$ cat src/rtl/multi_alu.sv
// Multi-function ALU: single-cycle ADD/AND/XOR/SUB, multi-cycle MUL.
// Results, error flag and completion pulse are all registered.
module multi_alu #(
    parameter int unsigned WIDTH      = 8,
    parameter int unsigned MUL_CYCLES = 3
) (
    input  logic                 clk,
    input  logic                 rst,
    input  logic [WIDTH-1:0]     A,
    input  logic [WIDTH-1:0]     B,
    input  logic [2:0]           op,
    input  logic                 start,
    output logic                 done,
    output logic                 busy,
    output logic                 err,
    output logic [2*WIDTH-1:0]   result
);

    localparam int unsigned CntW = 5;
    localparam logic [CntW-1:0] CntLast = CntW'(MUL_CYCLES - 1);

    localparam logic [2:0] OpNop = 3'b000;
    localparam logic [2:0] OpAdd = 3'b001;
    localparam logic [2:0] OpAnd = 3'b010;
    localparam logic [2:0] OpXor = 3'b011;
    localparam logic [2:0] OpMul = 3'b100;
    localparam logic [2:0] OpSub = 3'b101;

    typedef enum logic [0:0] {StIdle, StMul} state_e;

    state_e                 state_q, state_d;
    logic [CntW-1:0]        cnt_q, cnt_d;
    logic [WIDTH-1:0]       a_q, a_d, b_q, b_d;
    logic [2*WIDTH-1:0]     result_q, result_d;
    logic                   err_q, err_d;
    logic                   done_q, done_d;

    logic                   accept;
    logic                   mul_last;
    logic [2*WIDTH-1:0]     a_ext, b_ext, aq_ext, bq_ext;

    assign a_ext  = {{WIDTH{1'b0}}, A};
    assign b_ext  = {{WIDTH{1'b0}}, B};
    assign aq_ext = {{WIDTH{1'b0}}, a_q};
    assign bq_ext = {{WIDTH{1'b0}}, b_q};

    // A request is only seen while idle; NOP is never a request.
    assign accept   = start && (state_q == StIdle) && (op != OpNop);
    assign mul_last = (state_q == StMul) && (cnt_q == CntLast);

    always_ff @(posedge clk or posedge rst) begin
        if (rst) begin
            state_q  <= StIdle;
            cnt_q    <= '0;
            a_q      <= '0;
            b_q      <= '0;
            result_q <= '0;
            err_q    <= 1'b0;
            done_q   <= 1'b0;
        end else begin
            state_q  <= state_d;
            cnt_q    <= cnt_d;
            a_q      <= a_d;
            b_q      <= b_d;
            result_q <= result_d;
            err_q    <= err_d;
            done_q   <= done_d;
        end
    end

    always_comb begin
        state_d = state_q;
        case (state_q)
            StIdle: begin
                if (accept && (op == OpMul) && (MUL_CYCLES > 1)) begin
                    state_d = StMul;
                end
            end
            StMul: begin
                if (mul_last) begin
                    state_d = StIdle;
                end
            end
            default: state_d = StIdle;
        endcase
    end

    always_comb begin
        cnt_d    = cnt_q;
        a_d      = a_q;
        b_d      = b_q;
        result_d = result_q;
        err_d    = err_q;
        done_d   = 1'b0;
        if (accept) begin
            a_d    = A;
            b_d    = B;
            done_d = 1'b1;
            case (op)
                OpAdd: begin
                    result_d = a_ext + b_ext;
                    err_d    = 1'b0;
                end
                OpAnd: begin
                    result_d = a_ext & b_ext;
                    err_d    = 1'b0;
                end
                OpXor: begin
                    result_d = a_ext ^ b_ext;
                    err_d    = 1'b0;
                end
                OpSub: begin
                    result_d = a_ext - b_ext;
                    err_d    = 1'b0;
                end
                OpMul: begin
                    if (MUL_CYCLES > 1) begin
                        // result/err stay put until the completing edge
                        done_d = 1'b0;
                        cnt_d  = CntW'(1);
                    end else begin
                        result_d = a_ext * b_ext;
                        err_d    = 1'b0;
                    end
                end
                default: begin
                    result_d = '0;
                    err_d    = 1'b1;
                end
            endcase
        end else if (mul_last) begin
            result_d = aq_ext * bq_ext;
            err_d    = 1'b0;
            done_d   = 1'b1;
            cnt_d    = '0;
        end else if (state_q == StMul) begin
            cnt_d = cnt_q + CntW'(1);
        end
    end

    assign done   = done_q;
    assign busy   = (state_q == StMul);
    assign err    = err_q;
    assign result = result_q;

endmodule
$ cat config.mk
export PLATFORM = sky130hd
export DESIGN_NAME = multi_alu
export DESIGN_NICKNAME = d
export VERILOG_FILES = /design/src/rtl/multi_alu.sv
export SDC_FILE = /design/constraint.sdc
export NUM_CORES = 1
export LEC_CHECK = 0
export CAP_MARGIN = 5
export CORE_MARGIN = 5
export CORE_UTILIZATION = 45
export CTS_BUF_LIST = sky130_fd_sc_hd__clkbuf_8
export DETAILED_ROUTE_END_ITERATION = 10
export GPL_TIMING_DRIVEN = 0
export HOLD_SLACK_MARGIN = 0.03
export MAX_ROUTING_LAYER = met4
export PLACE_DENSITY = 0.67
export SLEW_MARGIN = 20
export SYNTH_ARGS = -nofsm -noshare
export SYNTH_HDL_FRONTEND = slang
export SYNTH_SLANG_ARGS = --single-unit
$ cat constraint.sdc
create_clock -name clk -period 4 [get_ports clk]
set_input_delay 0.6 -clock clk [delete_from_list [all_inputs] [get_ports clk]]
set_output_delay 0.6 -clock clk [all_outputs]
set_load 0.01 [all_outputs]
==> flow_metrics.env, run 1 <==
export IMPL_cts_tree="built"
export IMPL_synth_edf_count=0
export IMPL_fp_dieH_um=112.7
export IMPL_ioPinCount=41
export IMPL_ant_nets=0
export IMPL_synthArstFlopShare=1.000
export IMPL_antenna_found_initial=0
export IMPL_routed_via_density=5.518
export IMPL_synthFlopType="dfrtp_1"
export IMPL_status="finished, violations left"
export IMPL_worstPathMaxFanout=8
export IMPL_netlist_cell_type_count=71
export IMPL_synth_area_um2=4745
export IMPL_ys_ff_latch=40
export IMPL_core_um2=10320
export IMPL_clockRootBuffer="clkbuf_8"
export IMPL_yosys_warnings=0
export IMPL_vias=4194
export IMPL_grt_ovfl_total=0
export IMPL_slew_headroom=0.5994
export IMPL_tightestPinTransition_ns=0.5981
export IMPL_hold_class="register to register"
export IMPL_dieArea_um2=12700
export IMPL_gp_congestion=0.8809
export IMPL_setup_violations_final=7
export IMPL_fin_ws_ns=-0.2696
export IMPL_skew_ns=0.009497
export IMPL_htreeDepth=2
export IMPL_syn2layout_area_growth_pct=24.79
export IMPL_regArea_um2=1017
export IMPL_slew_violations=0
export IMPL_hold_start="result[0]"
export IMPL_fillers=934
export IMPL_route_detailed_drc=0
export IMPL_clock_sinks=40
export IMPL_timing_fmax_mhz=234.2
export IMPL_yosysMostFrequentCell="nand2_1"
export IMPL_yosys_area_top_type="dfrtp_1"
export IMPL_drt_iter0_drc=209
export IMPL_yosysTopAreaCellShare=0.2110
export IMPL_grt_max_degree=35
export IMPL_first_pass_iters=5
export IMPL_multi_input_area_um2=3676
export IMPL_setup_tns_ns=-1.440
export IMPL_place_inst=724
export IMPL_synth_nets=662
export IMPL_finalNonFillerCells=760
export IMPL_grt_usage=0.2168
export IMPL_initial_core_util=0.4596
export IMPL_yosys_top_cells_area="dfrtp_1 21%, fa_1 16%, ha_1 14%"
export IMPL_place_ws_ns=-0.5262
export IMPL_num_antenna_cells=0
export IMPL_routed_wl_mm=13.20
export IMPL_critPathKind="register to register"
export IMPL_start_kind="register"
export IMPL_synth_seq_area_share=0.2110
export IMPL_grt_pass1_vias=4414
export IMPL_synthCells=548
export IMPL_grt_pass1_wl_mm=21.76
export IMPL_synth_area_per_cell_um2=8.658
export IMPL_dieWidth_um=112.7
export IMPL_min_period_ns=4.270
export IMPL_num_rows=37
export IMPL_clk_latency_ns=0.29
export IMPL_clockBufferDepth=2
export IMPL_cp_data_arrival_time_ns=4.44
export IMPL_cp_end_kind="register"
export IMPL_clk_pin_slew_ns=0.08
export IMPL_reg2reg_from="b_q[4]"
export IMPL_portBuffers=39
export IMPL_place_hpwl_mm=10.24
export IMPL_rsz0062_at_grt="yes"
export IMPL_cap_violations=0
export IMPL_wl_per_cell_um=17.37
export IMPL_failed_checks="setup timing"
export IMPL_cts_made_buffers=5
export IMPL_hold_viol_final=0
export IMPL_final_util=0.5735
export IMPL_yosys_top_cells_count="73 x nand2_1, 65 x inv_1, 54 x ha_1"
export IMPL_required_ns=4.17
export IMPL_layout_nets=737
export IMPL_min_period_over_period=1.067
export IMPL_drive_gt1_frac=0.1875
export IMPL_startpoint="b_q[4]"
## stage by stage
| stage | hold slack [ns] | instance area (µm²) |
|---|---|---|
| after floorplan | 0.4601 | 4792 |
| after global placement | 0.4765 | 5353 |
| after detailed placement | 0.4822 | 5373 |
| after CTS | 0.4997 | 5761 |
| after global routing | 0.5261 | 5921 |
| final | 0.4891 | 5921 |
## layout by cell type, fill, tap and decap left out, types with 4 or more instances in the layout
master / n
a21oi_1: 15
a31oi_1: 4
and2_1: 44
and2_4: 8
buf_2: 6
buf_4: 23
buf_6: 6
clkbuf_1: 8
clkbuf_8: 6
clkdlybuf4s50_1: 39
dfrtp_1: 27
dfrtp_2: 13
fa_1: 36
ha_1: 48
ha_4: 5
inv_1: 57
inv_2: 10
nand2_1: 69
nand3_1: 10
nand4_1: 4
nor2_1: 24
nor2b_1: 12
nor3_1: 4
o211ai_1: 4
o21ai_0: 30
or3_1: 4
xnor2_1: 4
xor2_1: 4
## final timing paths
check | endpoint | slack, ns | cells past startpoint
min in group asynchronous | result[14] | 0.52 | 2
setup reg to reg | result[9] | -0.27 | 16
max in group asynchronous | b_q[3] | 3.03 | 3
setup / recovery | result[9] | -0.27 | 16
hold reg to reg | result[0] | 0.49 | 2
hold / removal | result[0] | 0.49 | 2
## per-layer routing
metal | global-route usage | up-vias | part of all wire
met2 | 0.3780 | 93 | 0.51
met3 | 0.01509 | 30 | 0.026
met1 | 0.2702 | 2059 | 0.44
met5 | - | - | 0
li1 | - | 2012 | -
met4 | 0.06250 | 0 | 0.029
## repair_timing
action,CTS,global route
endpoints found under the setup margin,8,9
hold buffers,0,0
buffers inserted,21,8
pin swaps,19,21
gates resized for setup,43,26
## logic make-up after synthesis
family | after synthesis | synth area share
compound gates | 112 | 0.1677
xor+xnor | 10 | 0.01846
fa+ha+maj | 92 | 0.3027
buf+inv | 82 | 0.06830
flops | 40 | 0.2110
mux | 2 | 0.004220
simple gates | 210 | 0.2276
## state kept, by name, summed over array words and instances, names as in the netlist
register	cells
a_q	8
b_q	8
done	1
busy	1
result	16
err	1
cnt_q	5
## critical path: stages (launching register included)
cell and delay (ns):
dfrtp_2 0.48, and2_1 0.18, fa_1 0.46, fa_1 0.52, fa_1 0.52, inv_2 0.05
fa_1 0.50, inv_2 0.05, ha_4 0.24, o21a_1 0.09, o31a_1 0.15, buf_4 0.16
buf_6 0.11, o21ai_2 0.09, or3b_4 0.39, nand3_2 0.08, nand3_2 0.07
## area by class of cell
class / instances / share of cell area
Timing Repair Buffer: 68 / 0.1080
Inverter: 66 / 0.04184
Sequential cell: 40 / 0.1718
Multi-Input combinational cell: 426 / 0.6209
Buffer: 16 / 0.01289
Clock buffer: 6 / 0.01395
Clock inverter: 2 / 0.001902
Tap cell: 136 / 0.02874
Power of run 1 is left out: the tool's default activity adds up to more than one toggle a clock period on the data nets, which glitch-free logic cannot reach.
==> run 2, diff against run 1 <==
--- a/config.mk
+++ b/config.mk
@@ -13,7 +13,7 @@
 export GPL_TIMING_DRIVEN = 0
 export HOLD_SLACK_MARGIN = 0.03
 export MAX_ROUTING_LAYER = met4
-export PLACE_DENSITY = 0.67
+export PLACE_DENSITY_LB_ADDON = 0.1
 export SLEW_MARGIN = 20
 export SYNTH_ARGS = -nofsm -noshare
 export SYNTH_HDL_FRONTEND = slang
==> run 2 against run 1 <==
Effect of this change: the run still ends with setup timing left; clock-buffer cell count did not move; global-route usage rose by 0.69 points; first-iteration DRC count fell by 14%; sequential share of layout area barely moved; hold slack improved by 0.0071 ns; fmax fell by 0.80%.
==> flow_metrics.env, run 2 (synthesized netlist as in run 1, its figures left out) <==
export IMPL_ioPinCount=41
export IMPL_clock_sinks=40
export IMPL_final_cell_mix="70 x nand2_1, 59 x inv_1, 48 x ha_1, 47 x and2_1, 39 x clkdlybuf4s50_1"
export IMPL_cts_tree="built"
export IMPL_post_dp_cell_area_um2=5380
export IMPL_path_cells="buf_6 > and2_4 > fa_2 > fa_1 > inv_1 > fa_1 > fa_1 > inv_2 > ha_4 > o21a_1 > o31a_1 > a2111o_1 > a31oi_2 > xor2_1 > o311ai_1"
export IMPL_r2r_end="result[11]"
export IMPL_required_ns=4.17
export IMPL_skew_ns=0.01154
export IMPL_grt_ovfl_total=0
export IMPL_path_buf_inv=3
export IMPL_cap_violations=0
export IMPL_ant_nets=0
export IMPL_timing_fmax_mhz=232.3
export IMPL_antenna_found_initial=0
export IMPL_place_hpwl_mm=10.40
export IMPL_dieWidth_um=112.7
export IMPL_final_common_cell="nand2_1"
export IMPL_clk_latency_ns=0.30
export IMPL_hold_class="register to register"
export IMPL_status="finished, violations left"
export IMPL_vias=4299
export IMPL_rsz0062_at_grt="yes"
export IMPL_clk_pin_slew_ns=0.08
export IMPL_failed_checks="setup timing"
export IMPL_finalInstanceArea_um2=5926
export IMPL_endpoint="result[11]"
export IMPL_start_kind="register"
export IMPL_grt_max_degree=24
export IMPL_dieArea_um2=12700
export IMPL_syn2layout_area_growth_pct=24.89
export IMPL_r2r_slack_ns=-0.30
export IMPL_cp_common_cell="fa_1"
export IMPL_htreeDepth=2
export IMPL_postCtsHoldBufs=0
export IMPL_startpoint="b_q[4]"
export IMPL_clockBufferDepth=2
export IMPL_first_pass_iters=7
export IMPL_slew_headroom=0.5738
export IMPL_fin_ws_ns=-0.3042
export IMPL_critPathKind="register to register"
export IMPL_layout_nets=743
export IMPL_initial_core_util=0.4596
export IMPL_slowest_delay_ns=0.54
export IMPL_grt_usage=0.2237
export IMPL_largest_reg_flops=16
export IMPL_hold_viol_final=0
export IMPL_fp_dieH_um=112.7
export IMPL_gp_congestion=0.8971
export IMPL_slew_violations=0
export IMPL_min_period_ns=4.304
export IMPL_setup_violations_final=7
export IMPL_min_period_over_period=1.076
export IMPL_routed_via_density=5.612
export IMPL_cp_data_arrival_time_ns=4.47
export IMPL_wl_per_cell_um=18.02
export IMPL_core_um2=10320
export IMPL_reg2reg_from="b_q[4]"
export IMPL_cpLargestDelayFamily="adder cells"
export IMPL_setup_tns_ns=-1.176
export IMPL_worstPathMaxFanout=6
export IMPL_routed_wl_mm=13.80
export IMPL_grt_pass1_vias=4253
export IMPL_grt_pass1_wl_mm=21.99
export IMPL_cts_made_buffers=5
export IMPL_tightestPinTransition_ns=0.6363
export IMPL_portBuffers=39
export IMPL_cp_end_kind="register"
export IMPL_place_ws_ns=-0.4540
export IMPL_num_rows=37
export IMPL_drive_gt1_frac=0.1810
export IMPL_cp_num_cells=15
export IMPL_clockRootBuffer="clkbuf_8"
export IMPL_num_antenna_cells=0
export IMPL_rr_worst_depth=15
export IMPL_route_detailed_drc=0
export IMPL_cp_slowest_cell="fa_1"
export IMPL_drt_iter0_drc=179
==> run 2: changes by cell type in the layout (fill, tap and decap cells not counted), moves of 2 or more <==
| cell | change |
|---|---|
| buf_4 | +5 |
| and2_1 | +3 |
| and2_4 | -3 |
| inv_1 | +2 |
| inv_2 | -2 |
| nand3_1 | +2 |
| nand3_2 | -2 |
==> run 2: worst min path at each step <==
| stage | startpoint | to | slack (ns) | depth (start not counted) |
|---|---|---|---|---|
| floorplan | cnt_q[3] | cnt_q[3] | 0.46 | 1 |
| global placement | result[3] | result[3] | 0.48 | 2 |
| detailed placement | result[3] | result[3] | 0.48 | 2 |
| CTS | result[3] | result[3] | 0.49 | 2 |
| global route | result[3] | result[3] | 0.53 | 2 |
| finish | result[3] | result[3] | 0.50 | 2 |
==> run 2: repair_timing <==
action / 4_1_cts / 5_1_grt
pin swaps: 28 / 6
endpoints found under the setup margin: 8 / 9
setup buffers: 33 / 2
resized for setup: 49 / 10
endpoints found under the hold margin: 0 / 0
==> run 2: metrics by stage <==
step           hold WS [ns]  instances  utilization
2_1_floorplan        0.4601        548            -
3_3_place_gp         0.4799        723       0.5185
3_5_place_dp         0.4765        724       0.5211
4_1_cts              0.4946        765       0.5689
5_1_grt              0.5273        766       0.5740
6_report             0.4962        766       0.5740
==> run 2: routing by layer <==
metal	track usage	up-vias	wire, µm
li1	-	2029	-
met1	0.2782	2157	5989
met2	0.3807	88	7096
met4	0.07131	0	308
met3	0.02480	25	410
met5	-	-	0
==> run 2: layout make-up <==
cell class,count,area (µm²)
clock buffer,6,82.58
clock inverter,2,11.26
tap,136,170.2
multi-input combinational,426,3630
inverter,66,247.7
timing repair buffer,74,689.4
fill,961,4398
sequential,40,1018
buffer,16,76.32
==> run 2: worst min-delay path, cell delays in order (launching register included) <==
cell and delay, ns:
dfrtp_1 0.35, nand2_1 0.05, nand3_1 0.06
Power of run 2 is left out for the same reason.
